--- config.mk ---
export PLATFORM = sky130hd
export DESIGN_NAME = spi_master_cfg
export DESIGN_NICKNAME = d
export VERILOG_FILES = /design/src/rtl/spi_master_cfg.sv
export SDC_FILE = /design/constraint.sdc
export NUM_CORES = 1
export LEC_CHECK = 0
export ABC_CLOCK_PERIOD_IN_PS = 1900
export CAP_MARGIN = 20
export CORE_MARGIN = 2
export CORE_UTILIZATION = 48
export CTS_BUF_LIST = sky130_fd_sc_hd__clkbuf_4
export CTS_CLUSTER_DIAMETER = 60
export DETAILED_ROUTE_END_ITERATION = 6
export GPL_ROUTABILITY_DRIVEN = 0
export PLACE_DENSITY = 0.74
export SYNTH_ARGS = -nofsm -noshare
export SYNTH_HDL_FRONTEND = slang
export SYNTH_SLANG_ARGS = --single-unit
--- constraint.sdc ---
create_clock -name clk -period 1.9 [get_ports clk]
set_input_delay 0.19 -clock clk [delete_from_list [all_inputs] [get_ports clk]]
set_output_delay 0.19 -clock clk [all_outputs]
set_load 0.02 [all_outputs]
--- src/rtl/spi_master_cfg.sv ---
// SPI master with run-time selectable mode, bit order and chip select.
// Everything runs on clk; sclk is a registered data output, never a clock.
module spi_master_cfg #(
    parameter int unsigned DATA_W  = 12,
    parameter int unsigned CLK_DIV = 11,
    parameter int unsigned NUM_CS  = 2,
    localparam int unsigned CS_W   = (NUM_CS > 1) ? $clog2(NUM_CS) : 1
) (
    input  logic              clk,
    input  logic              rst,
    input  logic              start,
    input  logic [DATA_W-1:0] din,
    input  logic [CS_W-1:0]   cs_sel,
    input  logic              cpol,
    input  logic              cpha,
    input  logic              lsb_first,
    input  logic              miso,
    output logic              sclk,
    output logic              mosi,
    output logic [NUM_CS-1:0] cs_n,
    output logic              busy,
    output logic              done,
    output logic [DATA_W-1:0] dout
);

    localparam int unsigned CNT_W = $clog2(CLK_DIV);
    localparam int unsigned TOG_W = $clog2(2 * DATA_W + 1);

    typedef enum logic [1:0] {IDLE, LEAD, XFER, TRAIL} state_t;

    state_t            state;
    logic [CNT_W-1:0]  div_cnt;
    logic [TOG_W-1:0]  tog_cnt;
    logic [DATA_W-1:0] tx_sr;
    logic [DATA_W-1:0] rx_sr;
    logic              cpha_q;
    logic              lsb_q;
    logic              cs_ok_q;
    logic              tick;
    logic              last_tog;
    logic              cs_ok;

    assign tick     = (div_cnt == CNT_W'(CLK_DIV - 1));
    assign last_tog = (tog_cnt == TOG_W'(2 * DATA_W - 1));
    assign cs_ok    = (32'(cs_sel) < NUM_CS);

    function automatic logic first_bit(input logic [DATA_W-1:0] v, input logic lsb);
        return lsb ? v[0] : v[DATA_W-1];
    endfunction

    function automatic logic [DATA_W-1:0] shift_out(input logic [DATA_W-1:0] v, input logic lsb);
        return lsb ? {1'b0, v[DATA_W-1:1]} : {v[DATA_W-2:0], 1'b0};
    endfunction

    // Frame sequencer; sample and shift alternate on even/odd sclk toggles,
    // with cpha choosing which of the two phases samples.
    always_ff @(posedge clk) begin
        if (rst) begin
            state   <= IDLE;
            div_cnt <= '0;
            tog_cnt <= '0;
            tx_sr   <= '0;
            rx_sr   <= '0;
            cpha_q  <= 1'b0;
            lsb_q   <= 1'b0;
            cs_ok_q <= 1'b0;
            sclk    <= cpol;
            mosi    <= 1'b0;
            cs_n    <= '1;
            busy    <= 1'b0;
            done    <= 1'b0;
            dout    <= '0;
        end else begin
            done <= 1'b0;
            if (state != IDLE) begin
                div_cnt <= tick ? '0 : div_cnt + CNT_W'(1);
            end
            case (state)
                IDLE: begin
                    if (start) begin
                        state   <= LEAD;
                        busy    <= 1'b1;
                        div_cnt <= '0;
                        tog_cnt <= '0;
                        rx_sr   <= '0;
                        cpha_q  <= cpha;
                        lsb_q   <= lsb_first;
                        cs_ok_q <= cs_ok;
                        sclk    <= cpol;
                        cs_n    <= cs_ok ? ~(NUM_CS'(1) << cs_sel) : '1;
                        if (cpha) begin
                            tx_sr <= din;
                            mosi  <= 1'b0;
                        end else begin
                            tx_sr <= shift_out(din, lsb_first);
                            mosi  <= cs_ok & first_bit(din, lsb_first);
                        end
                    end
                end
                LEAD: begin
                    if (tick) begin
                        state <= XFER;
                    end
                end
                XFER: begin
                    if (tick) begin
                        sclk    <= ~sclk;
                        tog_cnt <= tog_cnt + TOG_W'(1);
                        if (tog_cnt[0] == cpha_q) begin
                            rx_sr <= lsb_q ? {miso, rx_sr[DATA_W-1:1]}
                                           : {rx_sr[DATA_W-2:0], miso};
                        end else begin
                            mosi  <= cs_ok_q & first_bit(tx_sr, lsb_q);
                            tx_sr <= shift_out(tx_sr, lsb_q);
                        end
                        if (last_tog) begin
                            state <= TRAIL;
                        end
                    end
                end
                TRAIL: begin
                    if (tick) begin
                        state   <= IDLE;
                        tog_cnt <= '0;
                        cs_n    <= '1;
                        mosi    <= 1'b0;
                        busy    <= 1'b0;
                        done    <= 1'b1;
                        dout    <= rx_sr;
                    end
                end
                default: state <= IDLE;
            endcase
        end
    end

endmodule

## Yosys cells after proc, flatten, opt, wreduce, memory -nomap -nowiden

Index checks and enable logic that the tools add are counted.

| cells by class | value |
|---|---|
| add/subtract/negate cells | 2 |
| multipliers | 0 |
| divide/modulo/power cells | 0 |
| magnitude comparators | 0 |
| eq/ne operators | 15 |
| shift-type cells | 1 |
| muxes and demuxes | 44 |
| bitwise gates (word level) | 4 |
| reduce and logical (&&, ||, !) cells | 16 |

Operator list:

| operator | count |
|---|---|
| two-way mux 12 bit | 10 |
| one-hot mux 12 bit (2 select lines) | 2 |
| two-way mux 4 bit | 4 |
| two-way mux 5 bit | 3 |
| one-hot mux 5 bit (3 select lines) | 1 |
| two-way mux 2 bit | 7 |
| inequality test 2 bit (second input constant) | 7 |
| two-way mux 1 bit | 12 |
| AND reduction 4 bit | 3 |
| AND reduction 5 bit | 2 |
| one-hot mux 2 bit (4 select lines) | 1 |
| inequality test 3 bit (second input constant) | 2 |
| AND reduction 3 bit | 2 |
| nonzero test 2 bit | 3 |
| nonzero test 3 bit | 2 |
| adder 5 x 1 -> 5 bit (second input constant) | 1 |
| == test 5 bit (second input constant) | 1 |
| adder 4 x 1 -> 4 bit (second input constant) | 1 |
| == test 2 bit (second input constant) | 2 |
| == test 4 bit (second input constant) | 1 |
| one-hot mux 1 bit (2 select lines) | 2 |
| one-hot mux 2 bit (2 select lines) | 1 |
| AND reduction 2 bit | 2 |
| one-hot mux 1 bit (3 select lines) | 1 |
| 8 further kinds | 9 |

| storage, ports and cells | value |
|---|---|
| register bits | 56 |
| latch bits | 0 |
| memory bits (writable) | 0 |
| bits in read-only memories | 0 |
| input bits | 20 |
| output and inout port bits | 18 |
| logic and storage cells | 96 |
| memories kept | 0 |

## Logic depth before layout (Yosys ltp)

| depth | value |
|---|---|
| word-level depth | 5 |
| mapped depth | 8 |
| mapped depth without buffers | 6 |

## Least setup slack after synthesis

Ideal clock, no wire load.

| timing path | value |
|---|---|
| kind | reg2reg |
| start | reg state[0] |
| end | reg tog_cnt[4] |
| setup time | 86 ps |
| data arrival time | 1826 ps |
| required time | 1814 ps |
| path slack | -12 ps |
| stages on the path, launching flop included | 7 |
| buffers on the path | 0 |
| clock period less this slack | 1912 ps |
| cells stage by stage | dfxtp_1 inv_1 ha_1 or2_1 a211o_1 or3_1 a211oi_1 |

| between the ends | value |
|---|---|
| cells in the longest elaborated chain, start to end | 3 |
| elaborated cells on any way between the ends | 9 |
| classes of those cells | eq/ne (5); mux (1); reduce/logical (3) |

RTL lines:

| what | RTL line | source |
|---|---|---|
| start: declaration | 31 | `state_t state;` |
| start signal: assignment | 59 | `state <= IDLE;` |
| start signal: assignment | 81 | `state <= LEAD;` |
| start signal: assignment | 102 | `state <= XFER;` |
| == test 2 bit / logical NOT 2 bit (equally long branches) | 78 | `case (state)` |
| inequality test 2 bit (no line) / nonzero test 3 bit (equally long branches) | n/a |  |
| AND reduction 4 bit (no line) | n/a |  |
| end signal: assignment | 108 | `tog_cnt <= tog_cnt + TOG_W'(1);` |
| end: declaration | 33 | `logic [TOG_W-1:0] tog_cnt;` |

Parallel ways exist; a longest one is shown, timed or not.
A chain may end at the register's enable or synchronous reset.

## Worst setup path after layout

| timing path | value |
|---|---|
| start | reg state[1] |
| end | reg rx_sr[0] |

| between the ends | value |
|---|---|
| cells in the longest elaborated chain, start to end | 3 |
| elaborated cells on any way between the ends | 8 |
| classes of those cells | eq/ne (4); mux (1); reduce/logical (3) |

RTL lines:

| what | RTL line | source |
|---|---|---|
| == test 2 bit / logical NOT 2 bit (equally long branches) | 78 |  |
| inequality test 2 bit (no line) / nonzero test 2 bit (equally long branches) | n/a |  |
| AND reduction 4 bit (no line) | n/a |  |
| end signal: assignment | 110 | `rx_sr <= lsb_q ? {miso, rx_sr[DATA_W-1:1]}` |
| end: declaration | 35 | `logic [DATA_W-1:0] rx_sr;` |

Parallel ways exist; a longest one is shown, timed or not.

==> metrics.md <==
| Metric | Value |
|---|---|
| Status | `complete, no violations` |
| Fraction of layout cells with a size suffix above 1 | `0.182` |
| Clock network fraction of design power | `0.150` |
| Total routed wire length on the met1 layer | `about 3200 um` |
| Initial core utilization | `0.498` |
| Number of antenna violations at the first check in global routing | `0` |
| Post-detailed-routing wire length | `6690 um` |
| Post-Layout Cell Count | `around 480` |
| Minimum period implied by the final worst setup slack | `1870 ps` |
| Mean number of vias per cell | `roughly 5.5` |
| Number of max-cap violations | `0` |
| WP data required | `between 2000 and 2500 ps` |
| Switching power | `0.00145 W` |
| Routed len/inst | `13.9 um` |
| Number of top-level pins | `38` |
| Syn_area_per_cell | `a little over 8 um2` |
| Final Hold Vio Count | `0` |
| Critical path cell sequence | `inv_2 -> ha_2 -> nor2b_1 -> buf_4 -> nand4b_1 -> buf_6 -> clkbuf_16 -> or2_2 -> a21oi_2` |
| CTS Buffer Depth | `2` |
| Portion of total power attributed to combinational logic | `0.440` |
| Most frequent standard cell in the layout excluding fill and tap cells | `dfxtp_1` |
| Power density over the cells | `around 1000 nW/um2` |
| Peak clock frequency supported by timing | `~530 MHz` |
| Floorplan core area | `5920 um2` |
| Internal portion of total power | `0.00231 W` |
| Crit-path max FO | `8` |
| Worst supply voltage drop on vdd | `approximately 0.81 mV` |
| Cell count after synthesis | `between 300 and 400` |
| Die width | `82.4 um` |
| EDFF count, synth | `1` |
| Register bit total from synthesis | `56` |
| Number of endpoints failing setup at the final stage | `0` |
| Portion of the post-synthesis area used by sequential elements | `0.384` |
| Routed wire length on met2 | `about 3200 um` |
| Static power due to leakage | `around 1.3 nW` |
| Number of DRC markers after the initial detailed-route iteration | `around 140` |
| Transition time at the pin with the least slew margin | `between 400 and 500 ps` |
| Number of detailed-route iterations in the first pass | `4` |
| Clock slew at the register clock pins of the worst setup and hold paths | `190 ps` |
| Final nets | `432` |
| Maximum cell stage delay along the critical path | `~390 ps` |
| Worst min path class | `flop to flop` |
| Global-route wire length before repair | `10700 um` |
| Full die area | `a little under 7000 um2` |
| Biggest area consumer among synthesized cells | `dfxtp_1` |
| Slowest cell on the critical path | `dfxtp_2` |
| Layout Skew | `about 22 ps` |
| Data arrival time of the critical path | `~2200 ps` |
| CTS tree | `done` |
| Count of inserted antenna diode cells | `0` |
| Worst-skew pair later-pin latency | `390 ps` |
| Most frequent cells in the layout | `53 x dfxtp_1, 50 x nand2_1, 43 x a21oi_1, 37 x clkdlybuf4s50_1, 35 x mux2i_1` |
| Count of unique library cells instantiated by Yosys | `41` |
| Worst path buffer plus inverter count | `4` |
| Clock root cell | `clkbuf_4` |
| Switching Share | `0.385` |
| Share of the synthesized area in the top cell type | `0.374` |
| Via count | `between 2000 and 3000` |
| Largest net degree at the start of global routing | `34` |
| Dpl cells | `around 470` |
| Max-slew headroom at the worst pin | `0.686` |
| Yosys warning count | `0` |
| Gr usage total | `0.197` |
| Netlist area before placement | `2950 um2` |
| Worst Setup Path Type | `flop to flop` |
| Area growth syn-to-layout | `27.0%` |
| Biggest area contributors in the synthesized netlist | `dfxtp_1 37%, mux2i_1 12%, a21oi_1 8.5%, nand2_1 6.4%, o21ai_0 3.1%` |
| Vias in the first global route | `2330` |
| Height of the chip | `just over 80 um` |
| Uppermost signal routing layer after detailed routing | `met4` |
| Flip-flop cell with the highest count after synthesis | `dfxtp_1` |
| Share of synthesized registers carrying an async set or reset | `0` |
| Synthesized Nets | `between 300 and 400` |
| Count of unresolved DRC violations after routing | `0` |
| Family with the most delay on the worst path | `simple AND/OR/NAND/NOR gates` |
| Crit. End Element | `flop` |
| H-tree levels | `2` |
| Placed wire-length estimate after detailed placement | `~4600 um` |
| Met3 WL | `~210 um` |
| Number of sinks handled by clock tree synthesis | `56` |
| Row count | `28` |
| Congestion Overflow GR | `0` |
| Total clock buffers created by CTS | `5` |
| Final Cycle Share | `0.985` |
| Residual antenna-violating net count after detailed routing | `0` |
| Final Max Tran Viols | `0` |
| Final standard cell utilization of the core | `0.632` |
| Category of the worst setup path launch point | `flop` |
| Sequential share of power | `0.410` |
| Buffers on Ports | `37` |
[worst register-to-register path: cells and delay by family, from the launching register on]
family | cells | cell delay [ps]
fa+ha+maj | 1 | 180
compound gates | 1 | 130
buf+inv | 4 | 510
flops | 1 | 390
simple gates | 3 | 620
[per-layer routing]
metal | global-route usage | vias to the layer above
met5 | 0 | -
met3 | 0.0304 | 5
met1 | 0.268 | 1262
li1 | - | 1356
met4 | 0.0400 | 0
met2 | 0.332 | 45
[cells in the mapped netlist (2+ instances only)]
master     instances
dfxtp_1           55
ha_1               6
o21ai_0           18
clkbuf_1          20
o22ai_1            2
a21oi_1           50
nand3_1           15
nand2b_1          10
nor2b_1            5
a211oi_1           5
and2_1             2
or3_1              4
nand4b_1           2
or2_2             13
nand3b_1           2
o22a_1             3
o2bb2ai_1         10
a221oi_1           2
nor2_1            22
mux2i_1           35
nand2_1           50
inv_1              2
buf_2              6
a31o_2             2
[cell type report]
| class | instances | area, um2 |
|---|---|---|
| fill | 533 | 2180 |
| sequential | 56 | 1130 |
| tap | 75 | 93.8 |
| inverter | 3 | 11.3 |
| timing repair buffer | 67 | 676 |
| clock inverter | 3 | 27.5 |
| multi-input combinational | 273 | 1760 |
| clock buffer | 5 | 37.5 |
[cell families after synthesis]
family                   share of synthesized area
XOR/XNOR                                   0.00594
multiplexers                                 0.123
AO/OA/AOI/OAI                                0.205
AND/OR/NAND/NOR                              0.218
flip-flops                                   0.384
buffers and inverters                       0.0395
adder cells (fa/ha/maj)                     0.0255
[worst paths after layout]
kind	start	end	slack (ps)	depth (start not counted)
worst max-delay path	state[1]	rx_sr[0]	30	9
worst min register to register	dout[5]	dout[5]	470	2
worst max register to register	state[1]	rx_sr[0]	30	9
worst min-delay path	dout[5]	dout[5]	470	2
[sequential cells by signal, summed over array words and instances (netlist names)]
register  flops
busy          1
tx_sr        12
state         2
cpha_q        1
dout         12
sclk          1
cs_ok_q       1
mosi          1
lsb_q         1
div_cnt       4
done          1
tog_cnt       5
rx_sr        12
cs_n          2
[stage by stage]
step                setup TNS, ps  worst slack (ps)  power (W)  hold slack, ps  instance area, um2
finish                          0              28.1    0.00376             466                3740
global route                 -309             -40.5    0.00401             495                3740
CTS                             0             0.646    0.00368             469                3590
detailed placement          -74.8             -21.8    0.00311             448                3520
global placement                0              41.5    0.00307             442                3520
floorplan                       0              24.2    0.00254             363                2950
[repair_timing]
action / in CTS / in global routing
hold buffers: 0 / 0
pin swaps: 0 / 5
setup buffers: 0 / 5
gates resized for setup: 3 / 18
cloned: 0 / 2
endpoints found under the setup margin: 23 / 25
[power groups by stage]
stage	registers [W]	clock network, W	logic, W
after CTS	0.00154	0.000579	0.00156
final	0.00154	0.000563	0.00165
after detailed placement	0.00156	0	0.00154
after floorplan	0.00156	0	0.000982
after global placement	0.00156	0	0.00151
after global routing	0.00157	0.000628	0.00181
Power figures use the tool's default switching activity.
